### src/rtl/clock_setup_ctrl.sv
// Front-panel setup controller: maps debounced buttons to run/setup mode,
// active-low field selects, and single-cycle adjust ticks with auto-repeat.
module clock_setup_ctrl #(
    parameter int unsigned HOLD_DELAY    = 50_000_000,
    parameter int unsigned REPEAT_PERIOD = 10_000_000,
    parameter int unsigned TIMEOUT       = 500_000_000,
    parameter int unsigned BLINK_HALF    = 25_000_000
) (
    input  logic clk,
    input  logic rst,
    input  logic btn_mode,
    input  logic btn_up,
    input  logic btn_down,
    output logic display,
    output logic setup_hour,
    output logic setup_minute,
    output logic setup_second,
    output logic inc_dec,
    output logic tick,
    output logic blink
);

    localparam int unsigned RPT_MAX = (HOLD_DELAY > REPEAT_PERIOD) ? HOLD_DELAY : REPEAT_PERIOD;
    localparam int unsigned RW = $clog2(RPT_MAX) + 1;
    localparam int unsigned TW = $clog2(TIMEOUT) + 1;
    localparam int unsigned BW = $clog2(BLINK_HALF) + 1;

    typedef enum logic [1:0] {RUN, SET_HOUR, SET_MIN, SET_SEC} state_t;

    state_t        state, next_state;
    logic          mode_q, up_q, down_q;
    logic          armed, arm_up, repeating;
    logic [RW-1:0] rpt_cnt, rpt_limit;
    logic [TW-1:0] idle_cnt;
    logic [BW-1:0] blink_cnt;

    logic mode_edge, up_edge, down_edge, both, in_set, idle, timeout_hit;
    logic state_change, edge_tick, hold_ok, rpt_fire, do_tick;

    always_comb begin
        mode_edge   = btn_mode & ~mode_q;
        up_edge     = btn_up & ~up_q;
        down_edge   = btn_down & ~down_q;
        both        = btn_up & btn_down;
        in_set      = (state != RUN);
        idle        = in_set & ~btn_mode & ~btn_up & ~btn_down;
        timeout_hit = idle && (idle_cnt == TW'(TIMEOUT - 1));

        next_state = state;
        if (mode_edge) begin
            case (state)
                RUN:      next_state = SET_HOUR;
                SET_HOUR: next_state = SET_MIN;
                SET_MIN:  next_state = SET_SEC;
                default:  next_state = RUN;
            endcase
        end else if (timeout_hit) begin
            next_state = RUN;
        end
        state_change = (next_state != state);

        // A mode edge always wins; pressing both buttons suppresses and disarms repeat.
        edge_tick = in_set & ~mode_edge & ~both & (up_edge | down_edge);
        hold_ok   = in_set & armed & ~mode_edge & ~both & (arm_up ? btn_up : btn_down);
        rpt_limit = repeating ? RW'(REPEAT_PERIOD - 1) : RW'(HOLD_DELAY - 1);
        rpt_fire  = hold_ok && (rpt_cnt == rpt_limit);
        do_tick   = edge_tick | rpt_fire;
    end

    always_ff @(posedge clk or posedge rst) begin
        if (rst) begin
            state        <= RUN;
            mode_q       <= 1'b0;
            up_q         <= 1'b0;
            down_q       <= 1'b0;
            armed        <= 1'b0;
            arm_up       <= 1'b0;
            repeating    <= 1'b0;
            rpt_cnt      <= '0;
            idle_cnt     <= '0;
            blink_cnt    <= '0;
            display      <= 1'b0;
            setup_hour   <= 1'b1;
            setup_minute <= 1'b1;
            setup_second <= 1'b1;
            inc_dec      <= 1'b1;
            tick         <= 1'b0;
            blink        <= 1'b0;
        end else begin
            mode_q <= btn_mode;
            up_q   <= btn_up;
            down_q <= btn_down;
            state  <= next_state;

            display      <= (next_state != RUN);
            setup_hour   <= (next_state != SET_HOUR);
            setup_minute <= (next_state != SET_MIN);
            setup_second <= (next_state != SET_SEC);

            tick <= do_tick;
            if (do_tick)
                inc_dec <= edge_tick ? up_edge : arm_up;

            if (edge_tick) begin
                armed     <= 1'b1;
                arm_up    <= up_edge;
                repeating <= 1'b0;
                rpt_cnt   <= '0;
            end else if (rpt_fire) begin
                repeating <= 1'b1;
                rpt_cnt   <= '0;
            end else if (hold_ok) begin
                if (rpt_cnt != '1)
                    rpt_cnt <= rpt_cnt + 1'b1;
            end else begin
                armed     <= 1'b0;
                repeating <= 1'b0;
                rpt_cnt   <= '0;
            end

            if (state_change || !idle)
                idle_cnt <= '0;
            else if (idle_cnt != '1)
                idle_cnt <= idle_cnt + 1'b1;

            // Blink phase restarts high on entry to a field and after every tick.
            if (next_state == RUN) begin
                blink     <= 1'b0;
                blink_cnt <= '0;
            end else if (state_change || do_tick) begin
                blink     <= 1'b1;
                blink_cnt <= '0;
            end else if (blink_cnt == BW'(BLINK_HALF - 1)) begin
                blink     <= ~blink;
                blink_cnt <= '0;
            end else begin
                blink_cnt <= blink_cnt + 1'b1;
            end
        end
    end

endmodule
### config.mk
export PLATFORM = sky130hd
export DESIGN_NAME = clock_setup_ctrl
export DESIGN_NICKNAME = d
export VERILOG_FILES = /design/src/rtl/clock_setup_ctrl.sv
export SDC_FILE = /design/constraint.sdc
export NUM_CORES = 1
export LEC_CHECK = 0
export CAP_MARGIN = 20
export CORE_MARGIN = 2
export CORE_UTILIZATION = 56
export CTS_CLUSTER_SIZE = 12
export DETAILED_ROUTE_END_ITERATION = 7
export MAX_ROUTING_LAYER = met4
export PLACE_DENSITY = 0.76
export SLEW_MARGIN = 10
export SYNTH_ARGS = -nofsm -noshare
export SYNTH_HDL_FRONTEND = slang
export SYNTH_SLANG_ARGS = --single-unit
### constraint.sdc
create_clock -name clk -period 3.05 [get_ports clk]
set_clock_uncertainty 0.05 [all_clocks]
set_input_delay 0.305 -clock clk [delete_from_list [all_inputs] [get_ports clk]]
set_output_delay 0.305 -clock clk [all_outputs]
set_load 0.05 [all_outputs]
=== Yosys cells after proc, flatten, opt, wreduce, memory -nomap -nowiden ===
Index checks and enable logic that the tools add are counted.

* Multiplexer cells: 23
* Add/sub/neg operators: 3
* Eq/ne operators: 15
* Bitwise gates (word level): 25
* Reduce and logical (&&, ||, !) cells: 12

{| class="wikitable"
|+ Operators with widths
! cell !! count
|-
| $mux W27 || 4
|-
| $mux W26 || 4
|-
| $mux W30 || 2
|-
| $add A30 B1 Y30 const B || 1
|-
| $eq A30 B29 Y1 const B || 1
|-
| $ne A30 B30 Y1 const B || 1
|-
| $add A27 B1 Y27 const B || 1
|-
| $eq A27 B26 Y1 || 1
|-
| $ne A27 B27 Y1 const B || 1
|-
| $add A26 B1 Y26 const B || 1
|-
| $eq A26 B25 Y1 const B || 1
|-
| $and A1 B1 Y1 || 14
|-
| $mux W1 || 10
|-
| $not A1 Y1 || 9
|-
| $ne A2 B2 Y1 const B || 4
|-
| $pmux W2 S3 || 1
|-
| $reduce_bool A2 Y1 || 3
|-
| $logic_not A2 Y1 || 2
|-
| $mux W2 || 2
|-
| $ne A4 B2 Y1 const B || 1
|-
| $ne A3 B2 Y1 const B || 1
|-
| $reduce_bool A3 Y1 || 1
|-
| $eq A2 B1 Y1 const B || 1
|-
| $eq A2 B2 Y1 const B || 1
|-
| other kinds (7) || 10
|}

* Input bits: 5
* Word-level logic and storage cells: 95
* Register bits after elaboration: 98

=== Depth between registers and ports, before layout ===
* Word-level depth: 11
* Gate-level depth with buffers: 10

=== Least setup slack after synthesis ===
Ideal clock, no wire load.

* Path kind: register to register
* Start: register state[0]
* End: register blink_cnt[10]
* Stages on the path, launching flop included: 11
* Library setup time: 0.125 ns
* Arrival: 2.155 ns
* Clock period less this slack: 2.330 ns
* Buffers on the path: 3
* Setup slack: 0.720 ns
* Data required time: 2.875 ns
* Cell sequence: dfrtp_1 > inv_1 > ha_1 > clkbuf_1 > nor4_1 > nand3_1 > or4_1 > buf_2 > o211ai_4 > buf_6 > nor3_1

* Longest elaborated chain between the ends: 11
* Elaborated cells on any way between the ends: 25
* Those cells by class: 3 x eq/ne; 5 x mux; 11 x bitwise; 6 x reduce/logical

{| class="wikitable"
|+ Ends and longest elaborated chain
! element !! line !! source
|-
| from (decl) || 30 || <nowiki>state_t state, next_state;</nowiki>
|-
| from (signal assigned) || 93 || <nowiki>state <= next_state;</nowiki>
|-
| $reduce_bool A2 Y1 || 45 || <nowiki>in_set = (state != RUN);</nowiki>
|-
| $and A1 B1 Y1 (3 in series) || 46 || <nowiki>idle = in_set & ~btn_mode & ~btn_up & ~btn_down;</nowiki>
|-
| $logic_and A1 B1 Y1 || 47 || <nowiki>timeout_hit = idle && (idle_cnt == TW'(TIMEOUT - 1));</nowiki>
|-
| $mux W2 || 57 || <nowiki>end else if (timeout_hit) begin</nowiki>
|-
| $mux W2 || 50 || <nowiki>if (mode_edge) begin</nowiki>
|-
| $ne A2 B2 Y1 || 60 || <nowiki>state_change = (next_state != state);</nowiki>
|-
| $logic_or A1 B1 Y1 || 130 || <nowiki>end else if (state_change || do_tick) begin</nowiki>
|-
| $mux W26 || 130 ||
|-
| $mux W26 (*) || 127 || <nowiki>if (next_state == RUN) begin</nowiki>
|-
| to (signal assigned) || 137 || <nowiki>blink_cnt <= blink_cnt + 1'b1;</nowiki>
|-
| to (decl) || 35 || <nowiki>logic [BW-1:0] blink_cnt;</nowiki>
|}

Every way passes the cells marked *; elsewhere a longest branch is shown, timed or not.
A chain may end at the register's enable or synchronous reset.

=== Final worst setup path ===
* Start: register idle_cnt[0]
* End: register blink_cnt[2]

* Longest elaborated chain between the ends: 8
* Elaborated cells on any way between the ends: 9
* Those cells by class: 2 x eq/ne; 4 x mux; 3 x reduce/logical

{| class="wikitable"
|+ Ends and longest elaborated chain
! element !! line !! source
|-
| from (decl) || 34 || <nowiki>logic [TW-1:0] idle_cnt;</nowiki>
|-
| from (signal assigned) || 124 || <nowiki>idle_cnt <= idle_cnt + 1'b1;</nowiki>
|-
| $eq A30 B29 Y1 (*) || 47 ||
|-
| $logic_and A1 B1 Y1 (*) || 47 ||
|-
| $mux W2 (*) || 57 ||
|-
| $mux W2 (*) || 50 ||
|-
| $ne A2 B2 Y1 || 60 ||
|-
| $logic_or A1 B1 Y1 || 130 ||
|-
| $mux W26 || 130 ||
|-
| $mux W26 (*) || 127 ||
|}

Marked as above.

==> qor.csv <==
stage;metric;value;unit
run_status;status;finished clean;
cells_and_area;Design Area, Final;0.00588;sq mm
cells_and_area;Final nets;592;
route;ANT nets after route;0;
setup_path;critical path class;flip-flop to flip-flop;
pwr;PwrDens;508;mW/mm^2
clock_network;CTS clk-pin slew, worst paths;0.10;ns
clock_network;Clock Root Buffer;clkbuf_8;
route;post-DR wirelength/cell;16.1;microns
synth;post-synth top area share;43.5;%
run;max cap viols;0;
synth;Mean Syn Cell Area;9.47;sq um
synth;Unique masters post-synth;63;
sta;RSZ-0062 raised after global routing;false;
synth;Synthesized Nets;581;
setup_path;Worst Setup SP;idle_cnt[0]$_DFFE_PP0P_;
sta;max frequency;381;MHz
cells_and_area;ratio of cells with drive above 1 in the final layout;9.54;%
synth;Yosys reg bits;98;
clock_network;clock buffer depth;2;
synth;Primary FF master, synth;dfrtp_1;
place;IO buf count;11;
synth;most common cell in the netlist;dfrtp_1;
synth;synth top area cells;dfrtp_1, xnor2_1, nor3_1;
synth;Synth area leader;dfrtp_1;
clock_network;CTS H-tree depth;3;
global_route;vias in the first global route;4339;
route;first drt pass iteration count;4;
sta;Slew Limit Fails;0;
global_route;largest net degree at the start of global routing;54;
min_path;Hold Crit Class;input port to async pin;
die;die area;0.0105;sq mm
clock_network;Post-CTS Hold Buffers;0;
sta;final count of negative-setup-slack endpoints;0;
route;total wire length;11500;microns
global_route;number of antenna violations at the first check in global routing;0;
clock_network;TritonCTS clock tree;yes;
die;Core Rows;35;
sta;setup tns final;0;ns
sta;crit path time final;2.63;ns
route;Vias/cell;6.36;
clock_network;Clk Latency, worst-skew pair;0.36;ns
die;Placeable Area;0.00928;sq mm
place;RePlAce Congestion;0.839;
place;Detail Placement HPWL;7800;microns
cells_and_area;Area Overhead vs Synth;8.82;%
pwr;cell leakage power;2.11;nW
route;Iter 0 DRT Violations;250;
synth;Synthesis Warnings;0;
synth;top post-synthesis cells by count;dfrtp_1, nor3_1, nand2_1;
sta;final period utilization;86.1;%
pwr;VDD IR max;350;uV
sta;Least-Margin Pin Slew;0.667;ns
setup_path;data required time of the worst path;3.24;ns
place;Post-DP Area;0.00569;sq mm
global_route;Tot GR Track Use;24.0;%
clock_network;total CTS buffers;9;
die;Starting Density;58.2;%
clock_network;post-cts sizing count;0;
die;I/O pin count;12;
synth;EDFF count, synth;0;
setup_path;CP Capture Type;flip-flop;
sta;Final Hold Vio Count;0;
cells_and_area;n_diodes;0;
clock_network;post-CTS setup buffer count;0;
setup_path;Critical Path Source Type;flip-flop;
route;DRC violations left;0;
synth;Post-synth ARST share;100;%
setup_path;FF-to-FF Start;idle_cnt[0]$_DFFE_PP0P_;
synth;Mapped Area;0.00541;sq mm
synth;Cells after Synth;571;
die;DIE WIDTH;102;microns
global_route;first-pass GRT wire length;19800;microns
cells_and_area;fin util;63.4;%
global_route;grt ovf;0;
sta;final hold slack;0.346;ns
cells_and_area;area taken by flip-flops and latches;0.00246;sq mm
cells_and_area;Multi-input gate area;0.00278;sq mm
setup_path;Max FO, Critical Path;26;
clock_network;CTS Sinks;98;
synth;sequential area share after synthesis;45.5;%
sta;Relative slew margins;55.6;%
route;total number of vias;4553;
die;Die Y-Extent;102;microns
setup_path;critical path data arrival time;2.82;ns
cells_and_area;fillers;782;
==> critical path: stages (launching register included) <==
cell and delay, ns:
dfrtp_1 0.44, ha_1 0.35, nor4bb_1 0.31, nand3_1 0.14, or4_1 0.58, o211ai_4 0.22, buf_4 0.31, nor3_1 0.10
==> state kept, by name, indices dropped and copies added (netlist names), 2 cells and up <==
register / count
idle_cnt: 30
rpt_cnt: 27
blink_cnt: 26
state: 2
==> area by class of cell <==
cell class                      instances  area share (%)
Multi-Input combinational cell        434            47.2
Sequential cell                        98            41.8
Timing Repair Buffer                   24            3.96
Tap cell                              129            2.74
Clock buffer                           11            2.57
Inverter                               15            1.00
Clock inverter                          5           0.723
==> worst paths after layout <==
check                                    endpoint  slack [ns]  cells after the start
max                        blink_cnt[2]$_DFF_PP0_        0.42                      7
min                        rpt_cnt[5]$_DFFE_PP0P_        0.35                      2
max reg2reg                blink_cnt[2]$_DFF_PP0_        0.42                      7
min reg2reg                blink_cnt[0]$_DFF_PP0_        0.51                      1
max in group asynchronous     inc_dec$_DFFE_PP1P_        1.89                      3
min in group clk                 mode_q$_DFF_PP0_        0.47                      1
==> per-layer routing <==
| metal | up-vias | track usage (%) | wire [microns] |
|---|---|---|---|
| met2 | 83 | 37.8 | 5380 |
| li1 | 2182 | - | - |
| met4 | 0 | 8.10 | 153 |
| met1 | 2276 | 32.1 | 5590 |
| met5 | - | - | 0 |
| met3 | 12 | 3.21 | 372 |
==> power by group <==
| group | switching, mW | internal, mW | total (mW) | leakage (nW) |
|---|---|---|---|---|
| sequential | 0.0591 | 1.39 | 1.45 | 1.33 |
| clock | 0.480 | 0.354 | 0.833 | 0.0974 |
| combinational | 0.464 | 0.243 | 0.707 | 0.678 |
| total | 1.00 | 1.98 | 2.99 | 2.11 |
==> logic make-up after synthesis <==
kind of cell	synth area share, %
AO/OA/AOI/OAI	14.5
XOR/XNOR	5.99
adder cells (fa/ha/maj)	1.16
buffers and inverters	3.29
flip-flops	45.5
multiplexers	0.787
AND/OR/NAND/NOR	28.8
==> cell usage in the layout (no fill, tap or decap), types with 5 or more instances in the layout <==
master / Yosys / layout
buf_4: 1 / 11
nor2_1: 22 / 22
or4_1: 17 / 17
and4_1: 9 / 9
nand3_1: 36 / 36
inv_1: 15 / 14
dfrtp_1: 94 / 94
and3_1: 10 / 10
clkdlybuf4s50_1: 0 / 11
nand2_1: 40 / 40
ha_1: 5 / 5
o21ai_0: 34 / 34
or3_1: 30 / 30
nand4_1: 13 / 13
o31ai_1: 14 / 14
clkbuf_8: 0 / 11
a31oi_1: 5 / 5
a211oi_1: 19 / 19
xnor2_1: 29 / 29
a21oi_1: 23 / 23
nor4_1: 15 / 15
nor3_1: 44 / 44
xor2_1: 8 / 8
==> stage by stage <==
stage | total power, mW | setup slack [ns] | instances
global route | 3.14 | 0.250 | 716
finish | 2.99 | 0.424 | 716
detailed placement | 2.18 | 0.248 | 700
global placement | 2.16 | 0.399 | 700
CTS | 3.00 | 0.435 | 716
floorplan | 1.99 | 0.140 | 571
No activity file was read; power rests on OpenSTA's default activity.
